`config.mk`:
```
export PLATFORM = sky130hd
export DESIGN_NAME = alu_exec_unit_flat
export DESIGN_NICKNAME = d
export VERILOG_FILES = /design/src/rtl/alu_exec_unit_if.sv /design/src/rtl/alu_exec_unit.sv /design/src/flat_wrapper.sv
export SDC_FILE = /design/constraint.sdc
export NUM_CORES = 1
export LEC_CHECK = 0
export BUFFER_PORTS_ARGS = -buffer_cell sky130_fd_sc_hd__buf_2
export CAP_MARGIN = 20
export CORE_MARGIN = 10
export CORE_UTILIZATION = 40
export CTS_BUF_LIST = sky130_fd_sc_hd__clkbuf_8
export DETAILED_ROUTE_END_ITERATION = 10
export PLACE_DENSITY_LB_ADDON = 0.15
export SLEW_MARGIN = 25
export SYNTH_ARGS = -nofsm -noshare
export SYNTH_HDL_FRONTEND = slang
export SYNTH_SLANG_ARGS = --single-unit
```
`constraint.sdc`:
```
create_clock -name clk -period 9.4 [get_ports clk]
set_input_delay 2.35 -clock clk [delete_from_list [all_inputs] [get_ports clk]]
set_output_delay 2.35 -clock clk [all_outputs]
set_load 0.03 [all_outputs]
```
`src/rtl/alu_exec_unit_if.sv`:
```
// Start/Ready/Done handshake bundle between a multicycle datapath controller
// and the ALU execution unit.
interface alu_exec_unit_if #(
  parameter int WIDTH = 32
);
  logic             Start;
  logic [2:0]       ALUOperation;
  logic [WIDTH-1:0] A;
  logic [WIDTH-1:0] B;
  logic [4:0]       Shamt;
  logic             ShiftRight;
  logic             Ready;
  logic             Done;
  logic [WIDTH-1:0] ALUResult;
  logic             Zero;
  logic             InvalidOp;

  modport master (
    output Start, ALUOperation, A, B, Shamt, ShiftRight,
    input  Ready, Done, ALUResult, Zero, InvalidOp
  );

  modport slave (
    input  Start, ALUOperation, A, B, Shamt, ShiftRight,
    output Ready, Done, ALUResult, Zero, InvalidOp
  );
endinterface

```
`src/rtl/alu_exec_unit.sv`:
```
// Sequential ALU execution unit: single-cycle logic/arith/LUI ops and
// iterative one-bit-per-cycle logical shifts behind a Start/Ready/Done handshake.
module alu_exec_unit #(
  parameter int WIDTH = 32
) (
  input logic            clk,
  input logic            reset,
  alu_exec_unit_if.slave bus
);

  typedef enum logic [1:0] {
    IDLE  = 2'b00,
    SHIFT = 2'b01,
    DONE  = 2'b10
  } state_t;

  localparam logic [2:0] OP_AND   = 3'b000;
  localparam logic [2:0] OP_OR    = 3'b001;
  localparam logic [2:0] OP_NOR   = 3'b010;
  localparam logic [2:0] OP_ADD   = 3'b011;
  localparam logic [2:0] OP_SUB   = 3'b100;
  localparam logic [2:0] OP_LUI   = 3'b101;
  localparam logic [2:0] OP_SHIFT = 3'b110;

  function automatic logic [WIDTH-1:0] alu_compute(
    input logic [2:0]       op,
    input logic [WIDTH-1:0] a,
    input logic [WIDTH-1:0] b
  );
    logic [31:0] lui;
    lui = {b[15:0], 16'h0000};
    case (op)
      OP_AND:  alu_compute = a & b;
      OP_OR:   alu_compute = a | b;
      OP_NOR:  alu_compute = ~(a | b);
      OP_ADD:  alu_compute = a + b;
      OP_SUB:  alu_compute = a - b;
      OP_LUI:  alu_compute = lui[WIDTH-1:0];
      default: alu_compute = {WIDTH{1'b0}};
    endcase
  endfunction

  function automatic logic [WIDTH-1:0] shift_one(
    input logic [WIDTH-1:0] v,
    input logic             right
  );
    if (right) begin
      shift_one = {1'b0, v[WIDTH-1:1]};
    end else begin
      shift_one = {v[WIDTH-2:0], 1'b0};
    end
  endfunction

  state_t           state_r;
  state_t           state_s;
  logic [WIDTH-1:0] work_r;
  logic [WIDTH-1:0] work_s;
  logic [4:0]       cnt_r;
  logic [4:0]       cnt_s;
  logic             right_r;
  logic             right_s;
  logic [WIDTH-1:0] result_r;
  logic [WIDTH-1:0] result_s;
  logic             load_s;
  logic             zero_r;
  logic             invalid_r;
  logic             invalid_s;
  logic             ready_r;
  logic             done_r;

  // Next-state and datapath decode; the shift operands are captured at acceptance.
  always_comb begin
    state_s   = state_r;
    work_s    = work_r;
    cnt_s     = cnt_r;
    right_s   = right_r;
    result_s  = result_r;
    load_s    = 1'b0;
    invalid_s = invalid_r;
    case (state_r)
      IDLE: begin
        if (bus.Start) begin
          if (bus.ALUOperation == OP_SHIFT) begin
            work_s    = bus.B;
            cnt_s     = bus.Shamt;
            right_s   = bus.ShiftRight;
            invalid_s = 1'b0;
            if (bus.Shamt == 5'd0) begin
              load_s   = 1'b1;
              result_s = bus.B;
              state_s  = DONE;
            end else begin
              state_s  = SHIFT;
            end
          end else if (bus.ALUOperation == 3'b111) begin
            load_s    = 1'b1;
            result_s  = {WIDTH{1'b0}};
            invalid_s = 1'b1;
            state_s   = DONE;
          end else begin
            load_s    = 1'b1;
            result_s  = alu_compute(bus.ALUOperation, bus.A, bus.B);
            invalid_s = 1'b0;
            state_s   = DONE;
          end
        end else begin
          state_s = IDLE;
        end
      end
      SHIFT: begin
        work_s = shift_one(work_r, right_r);
        cnt_s  = cnt_r - 5'd1;
        if (cnt_r == 5'd1) begin
          load_s   = 1'b1;
          result_s = work_s;
          state_s  = DONE;
        end else begin
          state_s  = SHIFT;
        end
      end
      DONE: begin
        state_s = IDLE;
      end
      default: begin
        state_s = IDLE;
      end
    endcase
  end

  // State register.
  always_ff @(posedge clk or posedge reset) begin
    if (reset) begin
      state_r <= IDLE;
    end else begin
      state_r <= state_s;
    end
  end

  // Shift working state; the result only moves when an operation completes.
  always_ff @(posedge clk or posedge reset) begin
    if (reset) begin
      work_r    <= {WIDTH{1'b0}};
      cnt_r     <= 5'd0;
      right_r   <= 1'b0;
      result_r  <= {WIDTH{1'b0}};
      zero_r    <= 1'b1;
      invalid_r <= 1'b0;
    end else begin
      work_r    <= work_s;
      cnt_r     <= cnt_s;
      right_r   <= right_s;
      invalid_r <= invalid_s;
      if (load_s) begin
        result_r <= result_s;
        zero_r   <= (result_s == {WIDTH{1'b0}});
      end else begin
        result_r <= result_r;
        zero_r   <= zero_r;
      end
    end
  end

  // Handshake flags registered from the next state so they line up with state_r.
  always_ff @(posedge clk or posedge reset) begin
    if (reset) begin
      ready_r <= 1'b1;
      done_r  <= 1'b0;
    end else begin
      ready_r <= (state_s == IDLE);
      done_r  <= (state_s == DONE);
    end
  end

  assign bus.Ready     = ready_r;
  assign bus.Done      = done_r;
  assign bus.ALUResult = result_r;
  assign bus.Zero      = zero_r;
  assign bus.InvalidOp = invalid_r;

endmodule

```
`src/flat_wrapper.sv`:
```
// flat-port wrapper written by rule: the top's interface ports become plain ports
module alu_exec_unit_flat 
#(
  parameter int WIDTH = 32
)
  (clk, reset, bus_Start, bus_ALUOperation, bus_A, bus_B, bus_Shamt, bus_ShiftRight, bus_Ready, bus_Done, bus_ALUResult, bus_Zero, bus_InvalidOp);
  alu_exec_unit_if #(.WIDTH(WIDTH)) bus_i ();
  input logic clk;
  input logic reset;
  input wire logic [$bits(bus_i.Start)-1:0] bus_Start;
  input wire logic [$bits(bus_i.ALUOperation)-1:0] bus_ALUOperation;
  input wire logic [$bits(bus_i.A)-1:0] bus_A;
  input wire logic [$bits(bus_i.B)-1:0] bus_B;
  input wire logic [$bits(bus_i.Shamt)-1:0] bus_Shamt;
  input wire logic [$bits(bus_i.ShiftRight)-1:0] bus_ShiftRight;
  output wire logic [$bits(bus_i.Ready)-1:0] bus_Ready;
  output wire logic [$bits(bus_i.Done)-1:0] bus_Done;
  output wire logic [$bits(bus_i.ALUResult)-1:0] bus_ALUResult;
  output wire logic [$bits(bus_i.Zero)-1:0] bus_Zero;
  output wire logic [$bits(bus_i.InvalidOp)-1:0] bus_InvalidOp;
  assign bus_i.Start = bus_Start;
  assign bus_i.ALUOperation = bus_ALUOperation;
  assign bus_i.A = bus_A;
  assign bus_i.B = bus_B;
  assign bus_i.Shamt = bus_Shamt;
  assign bus_i.ShiftRight = bus_ShiftRight;
  assign bus_Ready = bus_i.Ready;
  assign bus_Done = bus_i.Done;
  assign bus_ALUResult = bus_i.ALUResult;
  assign bus_Zero = bus_i.Zero;
  assign bus_InvalidOp = bus_i.InvalidOp;
  alu_exec_unit #(.WIDTH(WIDTH)) u_core (.clk(clk), .reset(reset), .bus(bus_i));
endmodule
```
# Yosys cells after proc, flatten, opt, wreduce, memory -nomap -nowiden
# Index checks and enable logic that the tools add are counted.
[op_classes]
n_mux = 26
n_addsub = 3
reduce_logical = 9
n_eq_ne = 12
bitwise_logic = 3
[ops]
columns = ["op", "count"]
rows = [
  ["two-way mux 32 bit", 8],
  ["case mux 32 bit (6 select lines)", 1],
  ["case mux 32 bit (2 select lines)", 2],
  ["adder 32 bit", 1],
  ["AND 32 bit", 1],
  ["zero test 32 bit", 1],
  ["inverter 32 bit", 1],
  ["bitwise OR 32 bit", 1],
  ["subtractor 32 bit", 1],
  ["== test 3 bit, second input constant", 4],
  ["two-way mux 5 bit", 2],
  ["case mux 5 bit (2 select lines)", 1],
  ["two-way mux 2 bit", 4],
  ["== test 3 x 2 -> 1 bit, second input constant", 2],
  ["two-way mux 1 bit", 6],
  ["AND reduction 3 bit", 2],
  ["== test 5 x 1 -> 1 bit, second input constant", 1],
  ["zero test 5 bit", 1],
  ["subtractor 5 x 1 -> 5 bit, second input constant", 1],
  ["zero test 2 bit", 2],
  ["case mux 2 bit (2 select lines)", 1],
  ["== test 3 x 1 -> 1 bit, second input constant", 1],
  ["zero test 3 bit", 1],
  ["== test 2 x 1 -> 1 bit, second input constant", 1],
  ["6 further kinds", 6],
]
[word_totals]
elab_cells = 62
output_inout_bits = 36
register_bits = 76

# Depth between registers and ports, before layout
# Gate-level depths: netlist of the first run.
[logic_depth]
depth_word = 8
mapped_depth = 22
depth_no_buf = 21

# Worst setup path after synthesis of the first run
# OpenSTA, ideal clock, no wires.
[synth_timing]
kind = "input to register"
from = "in bus_ALUOperation[0]"
to = "reg u_core.zero_r (netlist: u_core.bus.Zero)"
setup_slack_ps = 1951
t_arrival_ps = 7388
path_stages = 20
path_buffers = 5
setup_ps = 61
path_cell_list = "buf_1 > clkbuf_1 > buf_1 > nor3b_1 > clkbuf_1 > clkbuf_1 > nor2_1 > xnor2_1 > ha_1 > nor2b_1 > o2111ai_1 > a21oi_1 > o21bai_1 > a211oi_1 > or3b_2 > or4_1 > nor4_1 > or4b_1 > nor4_1 > a32o_2"
[synth_between]
elab_chain_cells = 7
word_cells_on_any_way = 17
classes_between = "7 x eq/ne; 8 x mux; 2 x reduce/logical"
[synth_rtl]
columns = ["element", "line", "text"]
rows = [
  ["start: declaration", "flat_wrapper.sv:11", "input wire logic [$bits(bus_i.ALUOperation)-1:0] bus_ALUOperation;"],
  ["== test 3 bit, or another cell as far along", "alu_exec_unit.sv:32", "case (op)"],
  ["case mux 32 bit (6 select lines)", "alu_exec_unit.sv:32", ""],
  ["two-way mux 32 bit", "alu_exec_unit.sv:95", "end else if (bus.ALUOperation == 3'b111) begin"],
  ["two-way mux 32 bit", "alu_exec_unit.sv:83", "if (bus.ALUOperation == OP_SHIFT) begin"],
  ["two-way mux 32 bit", "alu_exec_unit.sv:82", "if (bus.Start) begin"],
  ["case mux 32 bit (2 select lines)", "alu_exec_unit.sv:80", "case (state_r)"],
  ["zero test 32 bit", "alu_exec_unit.sv:155", "zero_r <= (result_s == {WIDTH{1'b0}});"],
  ["end signal: assignment", "alu_exec_unit.sv:155", ""],
  ["end signal: assignment", "alu_exec_unit.sv:158", "zero_r <= zero_r;"],
  ["end: declaration", "alu_exec_unit.sv:65", "logic zero_r;"],
]
# Parallel ways exist; a longest one is shown, timed or not.
# A chain may end at the register's enable or synchronous reset.

# Worst setup path after layout of the first run
[layout_timing]
from = "in bus_B[2]"
to = "reg u_core.zero_r (netlist: u_core.bus.Zero)"
[layout_between]
elab_chain_cells = 8
word_cells_on_any_way = 12
classes_between = "2 x add/sub; 6 x mux; 3 x bitwise; 1 x reduce/logical"
[layout_rtl]
columns = ["element", "line", "text"]
rows = [
  ["start: declaration", "flat_wrapper.sv:13", "input wire logic [$bits(bus_i.B)-1:0] bus_B;"],
  ["parallel branches: the longest is 4 deep, another holds subtractor 32 bit", "--", ""],
  ["two-way mux 32 bit *", "alu_exec_unit.sv:83", ""],
  ["two-way mux 32 bit *", "alu_exec_unit.sv:82", ""],
  ["case mux 32 bit (2 select lines) *", "alu_exec_unit.sv:80", ""],
  ["zero test 32 bit *", "alu_exec_unit.sv:155", ""],
]
# Mark *: on every way between the ends.

==> results.py, run 1 <==
metrics = {
    "clocking": {
        "cts-root-buf": "clkbuf_8",
        "postCtsSetupBuffers": 0,
        "worstSkewPairLatency_ps": 360,
        "cts_resized": 0,
        "holdBufCountCts": 0,
        "tritoncts": "built",
        "clockBufferDepth": 2,
        "clock-sinks": 76,
        "path_clk_slew_ps": 90,
        "htreeDepth": 3,
        "cts_made_buffers": 9,
    },
    "critical_path": {
        "critical_path.startpoint_type": "input port",
        "end_kind": "flip-flop",
        "rr_worst_depth": 14,
        "cp_slowest_cell": "nor4bb_2",
        "r2r_start": "u_core.cnt_r[1]$_DFFE_PP0P_",
        "max_stage_delay_ps": 770,
        "critPathMaxFanout": 9,
        "crit_chain": "buf_2 -> nor3_1 -> nor4bb_2 -> a21oi_1 -> xnor2_1 -> ha_1 -> and3_1 -> nand2_1 -> a211oi_1 -> a211oi_1 -> o21ai_0 -> xor2_1 -> a221oi_1 -> o21ai_0 -> or4_1 -> nor4_1 -> a32o_2",
        "reg2reg_to": "u_core.bus.Zero$_DFFE_PP1P_",
        "worst-endpoint-arrival_ps": 7710,
        "required_ps": 9700,
        "ff2ff_setup_slack_ps": 4410,
        "setup.worst_path.class": "in -> reg",
    },
    "worst_hold_path": {
        "min_from": "u_core.bus.ALUResult[2]$_DFFE_PP0P_",
        "hold_end": "u_core.bus.ALUResult[2]$_DFFE_PP0P_",
        "hold_depth": 2,
        "hp-class": "reg -> reg",
    },
    "sta": {
        "max_freq_ghz": 0.1351,
        "finalSetupViolations": 0,
        "fin_setup_tns_ps": 0,
        "relSlewSlack": 0.4468,
        "worstMarginPinSlew_ps": 827.7,
        "fin_crit_sh": 0.7877,
        "final.setup.worst_slack_ps": 1996,
        "finalMaxSlewViolations": 0,
        "skew_ps": 8.371,
        "hold_viol": 0,
        "rsz0062_at_grt": "false",
        "period_needed_ps": 7404,
    },
    "route": {
        "first_iter_violations": 1151,
        "vias_per_cell": 6.246,
        "routed_wl_um": 33640,
        "wire_per_inst_um": 22.84,
        "vias": 9200,
        "drc": 0,
        "ant_nets": 0,
        "drt_pre_antenna_iters": 6,
    },
    "synthesis": {
        "synth_nets": 1273,
        "synth_warnings": 0,
        "yosys.area.top_type": "dfrtp_1",
        "postSynthAreaPerCell_um2": 7.227,
        "synth_edf_count": 0,
        "ys.flop_type": "dfrtp_1",
        "yosys-top-cells-count": "nand2_1 (206), nor2_1 (99), clkbuf_1 (87), o21ai_0 (87)",
        "syn_inst": 1160,
        "yosys-top-cells-area": "dfrtp_1 (22%), nand2_1 (9.2%), ha_1 (5.4%)",
        "ys_seq_elements": 76,
        "async_flop_share": 1.000,
        "synth_cell_types": 73,
        "yosysMostFrequentCell": "nand2_1",
        "yosysSeqAreaShare": 0.2272,
        "synth_top_area_frac": 0.2209,
        "syn_area_um2": 8383,
    },
    "pwr": {
        "switching_share": 0.4956,
        "power.total_w": 0.001895,
        "internal_power_w": 0.0009557,
        "powerDensity_nw_per_um2": 206.0,
        "p_leak_nw": 3.989,
        "clockPowerShare": 0.122,
        "p_switching_w": 0.0009392,
        "ir_worst_vdd_mv": 0.08378,
        "seq_power_share": 0.322,
        "combPwrFrac": 0.555,
    },
    "floorplanning": {
        "io_pins": 112,
        "core_region_area_um2": 20430,
        "dieArea_um2": 27150,
        "rows": 52,
        "die_x_um": 164.8,
        "die_h_um": 164.8,
        "initial_core_util": 0.4103,
    },
    "final_layout": {
        "multi_input_area_um2": 6017,
        "syn2layout_area_growth_pct": 9.731,
        "n_fill_cell": 2125,
        "drive_gt1_frac": 0.1588,
        "regArea_um2": 1904,
        "final_cells": 1473,
        "antennaDiodeCount": 0,
        "nets": 1311,
    },
    "run": {
        "cap_violations": 0,
    },
    "grt": {
        "grt_pass1_vias": 8385,
        "grt_max_degree": 77,
        "antenna_found_initial": 0,
        "grt_pass1_wl_um": 50850,
        "grt_usage": 0.2389,
        "gr-total-overflow": 0,
    },
    "placement": {
        "dp.cells": 1457,
        "place_congestion": 0.9629,
        "port_buffers": 111,
        "pre_cts_ws_ps": 1788,
        "dpl.hpwl_um": 25480,
    },
    "status": {
        "status": "completed",
    },
}
-- cells in the final DEF, fill, tap and decap left out, drive strengths merged, types with 18 or more instances in the layout --
cell   count
nand2    206
maj3      31
a22oi     20
a31oi     39
nand3     26
o21ai     87
nor3      43
ha        36
nor2      99
dfrtp     74
xnor2     32
a21oi     74
buf      128
mux2i     24
a21o      23
mux2      18
inv       21
-- how the worst max path moves through the flow --
stage,end,slack [ps],startpoint,depth (start not counted)
3_5_place_dp,u_core.bus.Zero$_DFFE_PP1P_,1790,bus_B[2],16
6_report,u_core.bus.Zero$_DFFE_PP1P_,2000,bus_B[2],17
3_3_place_gp,u_core.bus.Zero$_DFFE_PP1P_,1540,bus_B[2],16
4_1_cts,u_core.bus.Zero$_DFFE_PP1P_,2160,bus_B[2],17
5_1_grt,u_core.bus.Zero$_DFFE_PP1P_,1700,bus_B[2],17
2_1_floorplan,u_core.bus.Zero$_DFFE_PP1P_,1950,bus_ALUOperation[0],20
-- layout make-up --
| cell class | instances | area share |
|---|---|---|
| sequential | 76 | 0.2070 |
| clock inverter | 6 | 0.003400 |
| tap | 270 | 0.03672 |
| multi-input combinational | 961 | 0.6541 |
| clock buffer | 10 | 0.01496 |
| inverter | 22 | 0.009113 |
| timing repair buffer | 128 | 0.07467 |
-- layer usage --
layer,up-vias,part of all wire,global-route usage
li1,4308,-,-
met1,4342,0.45,0.3580
met2,502,0.42,0.3379
met3,48,0.11,0.04431
met4,0,0.023,0.06643
met5,-,0,0
-- flip-flops by register name (all words and copies together) (netlist names) --
name and count:
u_core.bus.ALUResult 32, u_core.right_r 1, u_core.bus.InvalidOp 1, u_core.state_r 2, u_core.work_r 32, u_core.bus.Zero 1, u_core.bus.Done 1, u_core.cnt_r 5
u_core.bus.Ready 1
-- power groups by stage --
stage                     Clock, W  Combinational, W  Sequential, W
after floorplan                  0          0.000629       0.000674
after global placement           0           0.00103       0.000611
after detailed placement         0           0.00103       0.000611
after CTS                 0.000233           0.00104       0.000606
after global routing      0.000246           0.00115       0.000626
final                     0.000232           0.00105       0.000611
-- critical path: cells and delay by family --
family / cells / cell delay (ps)
xor gates and xnor gates: 2 / 350
buffers and inverters: 1 / 180
adders and majority gates: 1 / 400
and+or+nand+nor: 6 / 2240
AOI/OAI and AO/OA: 7 / 2170
-- through the flow --
stage          hold WS [ps]    util  instance area, um2
4_1_cts               532.2  0.4501                9195
6_report              525.8  0.4503                9199
3_5_place_dp          513.3  0.4418                9026
3_3_place_gp          516.0  0.4415                9020
5_1_grt               579.7  0.4503                9199
2_1_floorplan         484.4       -                8383
-- kinds of logic (layout without fill, tap and decap cells) --
group / count (synthesis) / count (layout) / share of synthesized area
flops: 76 / 76 / 0.2272
compound gates: 345 / 345 / 0.2699
simple gates: 461 / 461 / 0.2524
mux: 42 / 42 / 0.05284
xor+xnor: 45 / 45 / 0.04702
fa+ha+maj: 68 / 68 / 0.09313
buf+inv: 123 / 166 / 0.05761
Power figures use the tool's default switching activity.
==> run 2: changes to the inputs <==
ABC_AREA = 1   (was default)
clock period = 7.5 ns   (was 9.4 ns; I/O delays follow)
==> run 2 against run 1 <==
  * Worst setup slack worse by 540 ps
  * Register-to-register slack got worse by 450 ps
  * Sequential share of layout area decreased by 2.3 points
  * Sequential power increased by 24%
  * Total power grew 36%
  * Sequential cell count stayed put
  * Non-clock buffer count fell by 8
==> results.py, run 2 <==
metrics = {
    "status": {
        "status": "completed",
    },
    "floorplanning": {
        "rows": 56,
        "dieArea_um2": 30030,
        "core_region_area_um2": 23260,
        "io_pins": 112,
        "die_x_um": 173.3,
        "die_h_um": 173.3,
        "initial_core_util": 0.4040,
    },
    "synthesis": {
        "yosys.area.top_type": "nand2_1",
        "yosysMostFrequentCell": "nand2_1",
        "syn_area_um2": 9399,
        "yosysSeqAreaShare": 0.2026,
        "synth_top_area_frac": 0.2153,
        "synth_warnings": 0,
        "synth_cell_types": 42,
        "postSynthAreaPerCell_um2": 5.632,
        "ys_seq_elements": 76,
        "yosys-top-cells-count": "nand2_1 (539), inv_1 (298), nor2_1 (139), o21ai_0 (135), nand3_1 (117)",
        "ys.flop_type": "dfrtp_1",
        "syn_inst": 1669,
        "async_flop_share": 1.000,
        "synth_edf_count": 0,
        "synth_nets": 1782,
        "yosys-top-cells-area": "nand2_1 (22%), dfrtp_1 (20%), inv_1 (12%)",
    },
    "pwr": {
        "powerDensity_nw_per_um2": 247.7,
        "p_leak_nw": 5.791,
        "ir_worst_vdd_mv": 0.1762,
    },
    "critical_path": {
        "setup.worst_path.class": "in -> reg",
        "end_kind": "flip-flop",
        "path_depth": 32,
        "reg2reg_to": "u_core.bus.Zero$_DFFE_PP1P_",
        "cp_slowest_cell": "ha_1",
        "ff2ff_setup_slack_ps": 3960,
        "max_stage_delay_ps": 390,
        "cpMostUsedCell": "nand2_1",
        "critical_path.startpoint_type": "input port",
        "required_ps": 7790,
        "critPathMaxFanout": 6,
        "cpLargestDelayFamily": "simple AND/OR/NAND/NOR gates",
        "rr_worst_depth": 14,
        "r2r_start": "u_core.state_r[1]$_DFF_PP0_",
        "worst-endpoint-arrival_ps": 6340,
        "crit_buf_inv": 3,
    },
    "clocking": {
        "postCtsSetupBuffers": 0,
        "cts_made_buffers": 9,
        "htreeDepth": 3,
        "path_clk_slew_ps": 80,
        "worstSkewPairLatency_ps": 350,
        "clockBufferDepth": 2,
        "holdBufCountCts": 0,
        "tritoncts": "built",
        "cts_resized": 0,
        "cts-root-buf": "clkbuf_8",
        "clock-sinks": 76,
    },
    "sta": {
        "rsz0062_at_grt": "false",
        "finalSetupViolations": 0,
        "fin_crit_sh": 0.8065,
        "period_needed_ps": 6049,
        "skew_ps": 10.12,
        "worstMarginPinSlew_ps": 1058,
        "relSlewSlack": 0.2918,
        "finalMaxSlewViolations": 0,
        "fin_setup_tns_ps": 0,
        "hold_viol": 0,
        "max_freq_ghz": 0.1653,
    },
    "final_layout": {
        "final_cell_mix": "nand2_1 (539), inv_1 (297), nor2_1 (139)",
        "n_fill_cell": 2642,
        "nets": 1850,
        "final_common_cell": "nand2_1",
        "regArea_um2": 1904,
        "drive_gt1_frac": 0.09472,
        "fin_area_um2": 10370,
        "multi_input_area_um2": 6108,
        "syn2layout_area_growth_pct": 10.32,
        "antennaDiodeCount": 0,
    },
    "run": {
        "cap_violations": 0,
    },
    "worst_hold_path": {
        "hp-class": "reg -> reg",
        "hold_end": "u_core.right_r$_DFFE_PP0P_",
        "min_from": "u_core.right_r$_DFFE_PP0P_",
        "hold_depth": 1,
    },
    "route": {
        "vias_per_cell": 5.334,
        "ant_nets": 0,
        "wire_per_inst_um": 17.82,
        "drc": 0,
        "first_iter_violations": 1274,
        "vias": 10994,
        "routed_wl_um": 36730,
        "drt_pre_antenna_iters": 6,
    },
    "grt": {
        "grt_usage": 0.2361,
        "grt_pass1_wl_um": 57190,
        "grt_max_degree": 77,
        "grt_pass1_vias": 10325,
        "antenna_found_initial": 0,
        "gr-total-overflow": 0,
    },
    "placement": {
        "place_congestion": 0.9590,
        "dpl.hpwl_um": 28590,
        "port_buffers": 111,
        "placed_area_um2": 10160,
    },
}
-- run 2: worst max path at each step --
stage,from,to
after floorplan,bus_B[0],u_core.bus.Zero$_DFFE_PP1P_
final,bus_B[1],u_core.bus.Zero$_DFFE_PP1P_
after global placement,bus_B[1],u_core.bus.Zero$_DFFE_PP1P_
after detailed placement,bus_B[1],u_core.bus.Zero$_DFFE_PP1P_
after global routing,bus_B[1],u_core.bus.Zero$_DFFE_PP1P_
after CTS,bus_B[1],u_core.bus.Zero$_DFFE_PP1P_
-- run 2: stage by stage --
stage | worst slack [ps] | total power (W) | hold slack (ps) | instances | utilization
final | 1451 | 0.002568 | 508.3 | 2061 | 0.4457
after global routing | 942.1 | 0.002806 | 537.5 | 2061 | 0.4457
after CTS | 1430 | 0.002559 | 513.9 | 2060 | 0.4444
after detailed placement | 1069 | 0.002259 | 494.7 | 2044 | 0.4367
after global placement | 1031 | 0.002251 | 488.8 | 2044 | 0.4367
after floorplan | 2444 | 0.001795 | 501.1 | 1669 | -
-- run 2: where the power goes --
group	internal [W]	switching, W
clock network	0.000136	0.000152
registers	0.000605	0.000150
logic	0.000450	0.00108
-- run 2: worst reg2reg max path: stages, from the launching register on --
cell and delay (ps):
dfrtp_1 370, buf_4 280, nor2_2 720, inv_2 120
nor2_4 790, a21oi_1 180, inv_1 180, nand3_1 120
nor2_1 100, nand3_1 70, nor2_1 190, nand3_1 110
nor3_1 140, nand2_1 70, nand2_1 50
-- run 2: logic make-up after synthesis --
logic type | Yosys count | synth area share
mux | 2 | 0.002263
compound gates | 304 | 0.1922
buf+inv | 364 | 0.1495
xor+xnor | 31 | 0.02889
simple gates | 855 | 0.3745
fa+ha+maj | 37 | 0.05005
flops | 76 | 0.2026
-- run 2: final cells by class --
cell class | count | area share
timing repair buffer | 120 | 0.06239
clock inverter | 5 | 0.002655
sequential | 76 | 0.1837
multi-input combinational | 1229 | 0.5891
clock buffer | 11 | 0.01460
tap | 319 | 0.03849
inverter | 301 | 0.1091
-- run 2: routing by layer --
metal / wire (um) / global-route usage / vias up
met5: 0 / 0 / -
met4: 1195 / 0.08516 / 0
met3: 2565 / 0.02548 / 54
met2: 16370 / 0.3718 / 410
met1: 16600 / 0.3263 / 5060
li1: - / - / 5470
